===== config.mk =====
export PLATFORM = sky130hd
export DESIGN_NAME = vga_video_core
export DESIGN_NICKNAME = d
export VERILOG_FILES = /design/src/rtl/vga_timing_pkg.sv /design/src/rtl/vga_tick_gen.sv /design/src/rtl/vga_video_core.sv
export SDC_FILE = /design/constraint.sdc
export NUM_CORES = 1
export LEC_CHECK = 0
export BUFFER_PORTS_ARGS = -buffer_cell sky130_fd_sc_hd__buf_4
export CORE_MARGIN = 3
export CORE_UTILIZATION = 51
export DETAILED_ROUTE_END_ITERATION = 8
export GPL_TIMING_DRIVEN = 0
export PLACE_DENSITY_LB_ADDON = 0.25
export SLEW_MARGIN = 10
export SYNTH_ARGS = -nofsm -noshare
export SYNTH_HDL_FRONTEND = slang
export SYNTH_HIERARCHICAL = 1
export SYNTH_SLANG_ARGS = --single-unit

===== constraint.sdc =====
create_clock -name clk -period 3.94 [get_ports clk]
set_input_delay 0.394 -clock clk [delete_from_list [all_inputs] [get_ports clk]]
set_output_delay 0.394 -clock clk [all_outputs]
set_load 0.02 [all_outputs]

===== src/rtl/vga_timing_pkg.sv =====
// Shared timing constants, region encoding and total-length helper for the VGA core.
// The defaults describe standard 640x480 at 60 Hz.
package vga_timing_pkg;

    localparam int DEF_H_ACTIVE = 640;
    localparam int DEF_H_FP     = 16;
    localparam int DEF_H_SYNC   = 96;
    localparam int DEF_H_BP     = 48;
    localparam int DEF_V_ACTIVE = 480;
    localparam int DEF_V_FP     = 10;
    localparam int DEF_V_SYNC   = 2;
    localparam int DEF_V_BP     = 33;

    typedef enum logic [1:0] {
        REG_ACT,
        REG_FP,
        REG_SYNC,
        REG_BP
    } region_e;

    function automatic int calcTotal(input int active, input int fp, input int sync, input int bp);
        return active + fp + sync + bp;
    endfunction

endpackage


===== src/rtl/vga_tick_gen.sv =====
// Pixel-rate clock enable: one registered clk-wide pulse every CLK_DIV clocks while enabled.
// The divider phase restarts from zero whenever the core is reset or disabled.
module vga_tick_gen #(
    parameter int CLK_DIV = 2
) (
    input  logic clk,
    input  logic rst,
    input  logic enable,
    output logic pix_tick
);

    localparam int DW = (CLK_DIV > 1) ? $clog2(CLK_DIV) : 1;
    localparam logic [DW-1:0] DIV_LAST = DW'(CLK_DIV - 1);

    logic [DW-1:0] divCnt_q, divCnt_d;
    logic          tick_q, tick_d;

    // The pulse is registered, so the first tick lands CLK_DIV clocks after enable rises.
    always_comb begin
        divCnt_d = divCnt_q;
        tick_d   = 1'b0;
        if (rst || !enable) begin
            divCnt_d = '0;
        end else begin
            tick_d   = (divCnt_q == DIV_LAST);
            divCnt_d = tick_d ? '0 : divCnt_q + 1'b1;
        end
    end

    always_ff @(posedge clk) begin
        divCnt_q <= divCnt_d;
        tick_q   <= tick_d;
    end

    assign pix_tick = tick_q;

endmodule


===== src/rtl/vga_video_core.sv =====
// VGA timing core: pixel enable, H/V counters and region FSMs, sync generation and a
// pixel-tick alignment pipe so syncs and colour leave together, PIPE_LAT+1 ticks late.
module vga_video_core
    import vga_timing_pkg::*;
#(
    parameter int   H_ACTIVE = DEF_H_ACTIVE,
    parameter int   H_FP     = DEF_H_FP,
    parameter int   H_SYNC   = DEF_H_SYNC,
    parameter int   H_BP     = DEF_H_BP,
    parameter int   V_ACTIVE = DEF_V_ACTIVE,
    parameter int   V_FP     = DEF_V_FP,
    parameter int   V_SYNC   = DEF_V_SYNC,
    parameter int   V_BP     = DEF_V_BP,
    parameter int   CLK_DIV  = 2,
    parameter int   RGB_W    = 3,
    parameter int   PIPE_LAT = 0,
    parameter logic HS_POL   = 1'b0,
    parameter logic VS_POL   = 1'b0,
    localparam int  H_TOTAL  = calcTotal(H_ACTIVE, H_FP, H_SYNC, H_BP),
    localparam int  V_TOTAL  = calcTotal(V_ACTIVE, V_FP, V_SYNC, V_BP),
    localparam int  HW       = $clog2(H_TOTAL),
    localparam int  VW       = $clog2(V_TOTAL)
) (
    input  logic             clk,
    input  logic             rst,
    input  logic             enable,
    input  logic [RGB_W-1:0] rgb_in,
    output logic [HW-1:0]    hcount,
    output logic [VW-1:0]    vcount,
    output logic             pix_tick,
    output logic             line_start,
    output logic             frame_start,
    output logic             HSync,
    output logic             VSync,
    output logic [RGB_W-1:0] rgb
);

    localparam logic [HW-1:0] H_ACT_END  = HW'(H_ACTIVE - 1);
    localparam logic [HW-1:0] H_FP_END   = HW'(H_ACTIVE + H_FP - 1);
    localparam logic [HW-1:0] H_SYNC_END = HW'(H_ACTIVE + H_FP + H_SYNC - 1);
    localparam logic [HW-1:0] H_LAST     = HW'(H_TOTAL - 1);
    localparam logic [VW-1:0] V_ACT_END  = VW'(V_ACTIVE - 1);
    localparam logic [VW-1:0] V_FP_END   = VW'(V_ACTIVE + V_FP - 1);
    localparam logic [VW-1:0] V_SYNC_END = VW'(V_ACTIVE + V_FP + V_SYNC - 1);
    localparam logic [VW-1:0] V_LAST     = VW'(V_TOTAL - 1);

    logic tick;
    logic clear;
    logic lineWrap;

    logic [HW-1:0] hCount_q, hCount_d;
    logic [VW-1:0] vCount_q, vCount_d;
    region_e       hState_q, hState_d;
    region_e       vState_q, vState_d;

    vga_tick_gen #(.CLK_DIV(CLK_DIV)) u_tickGen (
        .clk      (clk),
        .rst      (rst),
        .enable   (enable),
        .pix_tick (tick)
    );

    assign clear    = rst || !enable;
    assign lineWrap = tick && (hCount_q == H_LAST);

    // Counters and region FSMs move only on the pixel tick; vertical moves only on line wrap.
    always_comb begin
        hCount_d = hCount_q;
        vCount_d = vCount_q;
        hState_d = hState_q;
        vState_d = vState_q;
        if (clear) begin
            hCount_d = '0;
            vCount_d = '0;
            hState_d = REG_ACT;
            vState_d = REG_ACT;
        end else if (tick) begin
            hCount_d = lineWrap ? '0 : hCount_q + 1'b1;
            case (hState_q)
                REG_ACT:  if (hCount_q == H_ACT_END)  hState_d = REG_FP;
                REG_FP:   if (hCount_q == H_FP_END)   hState_d = REG_SYNC;
                REG_SYNC: if (hCount_q == H_SYNC_END) hState_d = REG_BP;
                REG_BP:   if (hCount_q == H_LAST)     hState_d = REG_ACT;
                default:                              hState_d = REG_ACT;
            endcase
            if (lineWrap) begin
                vCount_d = (vCount_q == V_LAST) ? '0 : vCount_q + 1'b1;
                case (vState_q)
                    REG_ACT:  if (vCount_q == V_ACT_END)  vState_d = REG_FP;
                    REG_FP:   if (vCount_q == V_FP_END)   vState_d = REG_SYNC;
                    REG_SYNC: if (vCount_q == V_SYNC_END) vState_d = REG_BP;
                    REG_BP:   if (vCount_q == V_LAST)     vState_d = REG_ACT;
                    default:                              vState_d = REG_ACT;
                endcase
            end
        end
    end

    always_ff @(posedge clk) begin
        hCount_q <= hCount_d;
        vCount_q <= vCount_d;
        hState_q <= hState_d;
        vState_q <= vState_d;
    end

    // Bit 2 = video_on, bit 1 = vsync active, bit 0 = hsync active.
    logic [2:0] rawSig;
    logic [2:0] tapSig;

    assign rawSig = {(hState_q == REG_ACT) && (vState_q == REG_ACT),
                     (vState_q == REG_SYNC),
                     (hState_q == REG_SYNC)};

    generate
        if (PIPE_LAT == 0) begin : g_noPipe
            assign tapSig = rawSig;
        end else begin : g_pipe
            logic [2:0] dly_q [PIPE_LAT];

            always_ff @(posedge clk) begin
                if (clear) begin
                    for (int i = 0; i < PIPE_LAT; i++) dly_q[i] <= '0;
                end else if (tick) begin
                    dly_q[0] <= rawSig;
                    for (int i = 1; i < PIPE_LAT; i++) dly_q[i] <= dly_q[i-1];
                end
            end

            assign tapSig = dly_q[PIPE_LAT-1];
        end
    endgenerate

    logic [RGB_W-1:0] rgb_q, rgb_d;
    logic             hsPin_q, hsPin_d;
    logic             vsPin_q, vsPin_d;

    // Pin levels are registered directly so polarity inversion adds no logic after the flop.
    always_comb begin
        rgb_d   = rgb_q;
        hsPin_d = hsPin_q;
        vsPin_d = vsPin_q;
        if (clear) begin
            rgb_d   = '0;
            hsPin_d = ~HS_POL;
            vsPin_d = ~VS_POL;
        end else if (tick) begin
            rgb_d   = tapSig[2] ? rgb_in : '0;
            hsPin_d = tapSig[0] ? HS_POL : ~HS_POL;
            vsPin_d = tapSig[1] ? VS_POL : ~VS_POL;
        end
    end

    always_ff @(posedge clk) begin
        rgb_q   <= rgb_d;
        hsPin_q <= hsPin_d;
        vsPin_q <= vsPin_d;
    end

    assign hcount      = hCount_q;
    assign vcount      = vCount_q;
    assign pix_tick    = tick;
    assign line_start  = tick && (hCount_q == '0);
    assign frame_start = line_start && (vCount_q == '0);
    assign HSync       = hsPin_q;
    assign VSync       = vsPin_q;
    assign rgb         = rgb_q;

endmodule


# Word level (Yosys, flattened, before mapping)
# Index checks and enable logic that the tools add are counted.
# totals
wordCells,63
register_bits,31
out_inout_bits,28
in_bits,6
# classes
n_eq_ne,22
muxes,15
addsub,3
reduce_logical,14
# ops
op,n
$eq 10x10->1 const B,5
$eq 10x9->1 const B,3
$add 10x1->10 const B,2
$logic_not 10->1,2
$mux 10,2
$mux 2,8
$pmux 2 s4,2
$ne 2x2->1 const B,6
$eq 2x2->1 const B,4
$reduce_and 6->1,1
$reduce_and 5->1,1
$eq 2x1->1 const B,2
$logic_and 1x1->1,4
$logic_not 2->1,2
$ne 2x1->1 const B,2
$mux 3,1
$mux 1,2
$reduce_and 2->1,1
$reduce_or 2->1,1
$add 1x1->1 const B,1
$logic_not 1->1,1
$logic_or 1x1->1,1

# Depth between registers and ports, before layout
# Gate-level depths: netlist of the first run.
# logic_depth
word_depth,3
ltp_mapped,7
ltp_nobuf,7

# Modules after synthesis
# The synthesis of the first run kept the hierarchy.
# by_module_without_submodules
mod,area_per_inst_um2,seq_area_each_um2,instances,cells_per_inst
vga_video_core,1647.8,580.6,1,191
vga_tick_gen,61.3,40.0,1,4

# Worst setup path after synthesis of the first run
# OpenSTA, ideal clock, no wires.
# synth_path
path_type,register to output
from,"register hCount_q[4], in the netlist hcount[4]"
to,output port frame_start
stages_incl_launch_ff,5
required_ps,3546
setup_slack_ps,2124
n_path_buf,1
t_arrival_ps,1422
path_cell_list,dfxtp_1 -> clkbuf_1 -> nor4b_1 -> and3_1 -> and4_1
# synth_via
elab_chain_cells,3
# synth_rtl
element,line_no,source
start: declaration,vga_video_core.sv:51,"logic [HW-1:0] hCount_q, hCount_d;"
start signal: assignment,vga_video_core.sv:100,hCount_q <= hCount_d;
$logic_not 10->1,vga_video_core.sv:162,assign line_start = tick && (hCount_q == '0);
$logic_and 1x1->1,vga_video_core.sv:162,
named net line_start,vga_video_core.sv:31,"output logic line_start,"
$logic_and 1x1->1,vga_video_core.sv:163,assign frame_start = line_start && (vCount_q == '0);
end: declaration,vga_video_core.sv:32,"output logic frame_start,"
# The timed path passes the listed nets, and every way through them passes these cells.

# Worst setup path after layout of the first run
# layout_path
from,"register hCount_q[4], in the netlist hcount[4]"
to,output port frame_start
# layout_via
elab_chain_cells,3
# layout_rtl
element,line_no
$logic_not 10->1,vga_video_core.sv:162
$logic_and 1x1->1,vga_video_core.sv:162
$logic_and 1x1->1,vga_video_core.sv:163
# Every way passes these cells.

==> results.toml, run 1 <==
[run_status]
status = "complete, no violations"

[synthesis]
synth_top_area_share = 0.363
synthXorXnorAreaFrac = 0.0769
synth_edf_count = 0
ys_top_cells_by_count = "31 x dfxtp_1, 21 x nor2_1, 18 x nand2_1"
yosysSeqAreaShare = 0.363
yosys.cell_count.top_type = "dfxtp_1"
synthAdderAreaFrac = 0.0952
netlist_area_um2 = 1710
postSynthAreaPerCell_um2 = 8.76
synth_ff_type = "dfxtp_1"
async_reset_ff_frac = 0
yosysTopAreaCell = "dfxtp_1"
synthMuxAreaShare = 0.0176
synth_compound_area_frac = 0.0878
synth_area_leaders = "dfxtp_1 36%, ha_1 9.5%, xnor2_1 5.1%"
synth_top_family_by_area = "simple AND/OR/NAND/NOR gates"
syn_nets = 214
yosys.cell_types.count = 41
yosysWarnings = 6
yosys_register_bits = 31
synth_cells = 195
yosys.area_share.simple = 0.310

[clock_tree]
clock_path_buffers = 2
post_cts.repair.setup_buffers = 0
holdBufCountCts = 0
clk-insertion-delay-late_ns = 0.33
numCtsBuffers = 5
ctsResizeCount = 0
htreeDepth = 2
cts-root-buf = "clkbuf_4"
cts_tree = "done"
clk_pin_slew_ns = 0.09
cts.sinks = 31

[critical_path]
cp_max_fo = 7
crit_chain = "clkbuf_1, nor4b_1, and3_1, and4_1, buf_4"
crit_path_start_kind = "flip-flop"
reg2reg_slack_ns = 2.03
critPathKind = "flip-flop to primary output"
cpMaxStageDelayCell = "dfxtp_1"
required_ns = 3.55
crit_arrival_ns = 1.66
cp-end-kind = "primary output"
slowest_delay_ns = 0.32

[timing]
max_freq_mhz = 486
finalSetupTns_ns = 0
max_slew_margin = 0.610
finClkSkew_ns = 0.00398
finalCriticalPeriod_ns = 2.06
finalCritPeriodShare = 0.522
setup_viol = 0
rsz0062_at_grt = "no"
hold_violations = 0
slew_violations = 0
worstMarginPinSlew_ns = 0.581

[drt]
drtAntennaViolNets = 0
drt_iter0_drc = 82
drc = 0
num_vias = 1496
wl_per_cell_um = 13.1
viasPerCell = 5.34
drtPass1Iterations = 4
drt_wl_total_um = 3670

[floorplanning]
rows = 20
start_util = 0.546
core_um2 = 3130
die_w_um = 63.9
io_pins = 34
die_h_um = 63.9
die_area_um2 = 4080

[layout]
drive_gt1_frac = 0.212
antenna_cells = 0
area.growth.synth_to_final_pct = 21.7
multiInputGateArea_um2 = 1000
register_area_um2 = 621
fillCellCount = 287
nets = 254
fin_util = 0.665

[pwr]
ir_worst_vdd_mv = 0.217
power_density_nw_per_um2 = 262
p_leak_nw = 0.816

[global_routing]
grt_overflow = 0
grt_max_degree = 11
grt_pass1_wl_um = 6410
grt_pass1_vias = 1403
antenna_found_initial = 0
grtUsageTotal = 0.199

[placement]
gp_congestion = 0.843
io_buffers = 33
hpwl_um = 2710

[run]
cap_violations = 0

[min_path]
worstHoldPathType = "input pin to flip-flop"
## area by class of cell
type                            instances  area share
Inverter                               11      0.0198
Tap cell                               44      0.0265
Sequential cell                        31       0.298
Multi-Input combinational cell        147       0.482
Buffer                                  6      0.0210
Clock buffer                            8      0.0331
Timing Repair Buffer                   33       0.119
## registers in the layout, indices dropped and copies added (netlist names)
register and count:
VSync 1, vState_q 2, u_tickGen/pix_tick 1, hcount 10, HSync 1, hState_q 2, vcount 10, u_tickGen/divCnt_q 1
rgb 3
## where the power goes
part	internal (mW)	total, mW	switching, mW
clock	0.105	0.209	0.105
sequential	0.314	0.316	0.00130
combinational	0.00913	0.0197	0.0106
total	0.428	0.545	0.117
## through the flow
step	hold slack (ns)	power, mW	setup slack (ns)	instances	area, um2
2_1_floorplan	0.403	0.333	2.12	195	1710
3_3_place_gp	0.416	0.342	2.08	272	2010
3_5_place_dp	0.422	0.343	2.03	272	2010
4_1_cts	0.233	0.552	1.85	280	2080
5_1_grt	0.217	0.570	1.72	280	2080
6_report	0.239	0.545	1.88	280	2080
## cells in the final DEF (no fill, tap or decap), types with 4 or more instances in the layout
cell type,synthesis,final
a21oi_1,10,10
nand3_1,8,8
xnor2_1,10,10
nor3_1,5,5
clkbuf_1,3,4
inv_1,11,11
clkbuf_4,0,5
nor2_1,21,21
dfxtp_1,31,31
ha_1,13,13
buf_4,1,34
nor4_1,5,5
xor2_1,5,5
nand4_1,7,7
nand2_1,18,18
o21ai_0,6,6
## metal layers
layer  share of wire  GRT usage  wire length, um
met5               0          0                0
met1            0.49      0.272             1790
met4          0.0087     0.0647               32
met3           0.063     0.0580              233
met2            0.44      0.299             1620
## cells by family (layout without fill, tap and decap cells)
kind of cell / count (synthesis) / in the layout
multiplexers: 3 / 3
XOR/XNOR: 15 / 15
adder cells (fa/ha/maj): 13 / 13
AND/OR/NAND/NOR: 91 / 91
flip-flops: 31 / 31
AO/OA/AOI/OAI: 25 / 25
buffers and inverters: 17 / 58
## final timing paths
path                            cells after the start               start            endpoint
worst max-delay path                                5           hcount[4]         frame_start
worst min-delay path                                2                 rst  u_tickGen/divCnt_q
worst max register to register                      5           hcount[0]           vcount[6]
worst min register to register                      1  u_tickGen/divCnt_q  u_tickGen/divCnt_q
## critical path, delay by kind of cell (launching register included)
kind	cells	cell delay, ns
simple gates	3	0.68
flops	1	0.32
buf+inv	2	0.33
Note: power is estimated with default switching activity, not from simulation.
==> inputs of run 2 (changes only) <==
--- a/config.mk
+++ b/config.mk
@@ -7,7 +7,7 @@
 export LEC_CHECK = 0
 export BUFFER_PORTS_ARGS = -buffer_cell sky130_fd_sc_hd__buf_4
 export CORE_MARGIN = 3
-export CORE_UTILIZATION = 51
+export CORE_UTILIZATION = 49
 export DETAILED_ROUTE_END_ITERATION = 8
 export GPL_TIMING_DRIVEN = 0
 export PLACE_DENSITY_LB_ADDON = 0.25
==> constraint.sdc (replaced) <==
create_clock -name clk -period 1.8 [get_ports clk]
set_input_delay 0.18 -clock clk [delete_from_list [all_inputs] [get_ports clk]]
set_output_delay 0.18 -clock clk [all_outputs]
set_load 0.02 [all_outputs]
==> run 2 against run 1 <==
Compared with the run above:
- clock power rose to 2.7 times the previous value
- final cell count increased by 2.5%
- hold slack got worse by 0.23 ns
- sequential share of layout area fell by 2.1 points
- via count increased by 4.5%
- clock skew grew 0.011 ns
- final area increased by 10%
- first-iteration DRC count is 17% higher
- global-route usage decreased by 0.27 points
==> results.toml, run 2 (synthesis results as in run 1) <==
[timing]
worstMarginPinSlew_ns = 0.472
max_slew_margin = 0.685
finClkSkew_ns = 0.0146
max_freq_mhz = 558
hold_violations = 0
setup_viol = 0
finalCriticalPeriod_ns = 1.79
finalSetupTns_ns = 0
finalCritPeriodShare = 0.995
fin_ws_ns = 0.00844
rsz0062_at_grt = "yes"
holdWs_ns = 0.0130
slew_violations = 0

[global_routing]
grt_pass1_wl_um = 6400
grt_util_met2 = 0.313
grtUsageMet3 = 0.0451
grtUsageMet1 = 0.256
grt_pass1_vias = 1391
grtUsageTotal = 0.197
antenna_found_initial = 0
grt-busiest-layer = "met2"
grt_overflow = 0
grt_max_degree = 11

[clock_tree]
htreeDepth = 2
cts-root-buf = "clkbuf_4"
cts.sinks = 31
clk_pin_slew_ns = 0.10
cts_tree = "done"
holdBufCountCts = 0
clock_path_buffers = 2
numCtsBuffers = 5
clk-insertion-delay-late_ns = 0.34

[pwr]
p_sw_frac = 0.206
p_total_mw = 1.30
intPower_mw = 1.04
p_seq_frac = 0.527
p_leak_nw = 0.904
p_comb_frac = 0.036
p_sw_mw = 0.269
power_density_nw_per_um2 = 569
ir_worst_vdd_mv = 0.475
pwr-share-clk = 0.437

[drt]
drt_iter0_drc = 96
drtPass1Iterations = 4
wl_per_cell_um = 14.4
drc = 0
viasPerCell = 5.45
drt_wl_total_um = 4130
num_vias = 1564
drtAntennaViolNets = 0

[placement]
dpl_cell_area_um2 = 2010
io_buffers = 33
hpwl_um = 2730
preCtsSetupSlack_ns = -0.0657
gp_congestion = 0.857

[floorplanning]
start_util = 0.538
die_area_um2 = 4230
die_h_um = 65.1
core_um2 = 3180
rows = 20
die_w_um = 65.1
io_pins = 34

[critical_path]
reg2regPathDepth = 6
critPathKind = "flip-flop to primary output"
cp-end-kind = "primary output"
cp_max_fo = 9
crit_chain = "nor4b_4, and3_1, and4_1, buf_6"
crit_start = "hcount[4]"
critPathBufInv = 1
required_ns = 1.62
slowest_delay_ns = 0.46
cp.depth = 4
cpMaxStageDelayCell = "dfxtp_1"
cp-endpoint = "frame_start"
r2r-start = "hcount[0]"
crit_arrival_ns = 1.61
r2r_end = "vcount[9]"
crit_family = "simple AND/OR/NAND/NOR gates"
crit_path_start_kind = "flip-flop"
reg2reg_slack_ns = 0.04

[layout]
area.growth.synth_to_final_pct = 34.3
final_common_cell = "buf_4"
drive_gt1_frac = 0.350
stdcell_area_um2 = 2290
final_cell_mix = "38 x buf_4, 23 x dfxtp_1, 21 x nor2_1"
antenna_cells = 0
nets = 261

[min_path]
worstHoldPathType = "input pin to flip-flop"
hp-start = "rst"

[run_status]
status = "complete, no violations"

[run]
cap_violations = 0
run 2: cell count changes in the layout (fill, tap and decap cells not counted), sizes merged:
cell | previous run | this run
nand4 | 8 | 9
clkbuf | 12 | 9
clkinv | 0 | 1
bufinv | 0 | 1
buf | 35 | 42
run 2: per-layer routing:
metal / wire (um) / vias to the layer above
met1: 1820 / 718
met5: 0 / -
met4: 26 / 0
met2: 1970 / 62
met3: 312 / 4
li1: - / 780
run 2: power groups by stage:
stage / registers (mW) / clock network, mW / logic (mW)
after floorplan: 0.708 / 0 / 0.0222
after global placement: 0.707 / 0 / 0.0433
after detailed placement: 0.707 / 0 / 0.0439
after CTS: 0.691 / 0.587 / 0.0444
after global routing: 0.689 / 0.612 / 0.0512
final: 0.688 / 0.570 / 0.0468
run 2: worst min path at each step:
stage	endpoint	slack, ns	depth (start not counted)
floorplan	u_tickGen/divCnt_q	0.25	1
CTS	u_tickGen/divCnt_q	0.001	2
finish	u_tickGen/divCnt_q	0.01	2
detailed placement	u_tickGen/divCnt_q	0.37	2
global placement	u_tickGen/divCnt_q	0.37	2
global route	u_tickGen/divCnt_q	0.007	2
run 2: stage by stage:
step / std cells / utilization
final: 287 / 0.722
after floorplan: 195 / -
after CTS: 280 / 0.671
after global routing: 287 / 0.722
after detailed placement: 272 / 0.633
after global placement: 272 / 0.633
run 2: final cells by class:
| type | count | area [um2] |
|---|---|---|
| Timing Repair Buffer | 40 | 302 |
| Buffer | 5 | 43.8 |
| Inverter | 11 | 46.3 |
| Multi-Input combinational cell | 148 | 1130 |
| Fill cell | 247 | 883 |
| Clock inverter | 2 | 35.0 |
| Tap cell | 44 | 55.1 |
| Sequential cell | 31 | 636 |
| Clock buffer | 6 | 51.3 |
run 2: timing repair:
action | 4_1_cts | 5_1_grt
resized for setup | 10 | 27
cloned | 0 | 2
setup buffers | 0 | 6
pin swaps | 0 | 8
setup endpoints to repair | 19 | 20
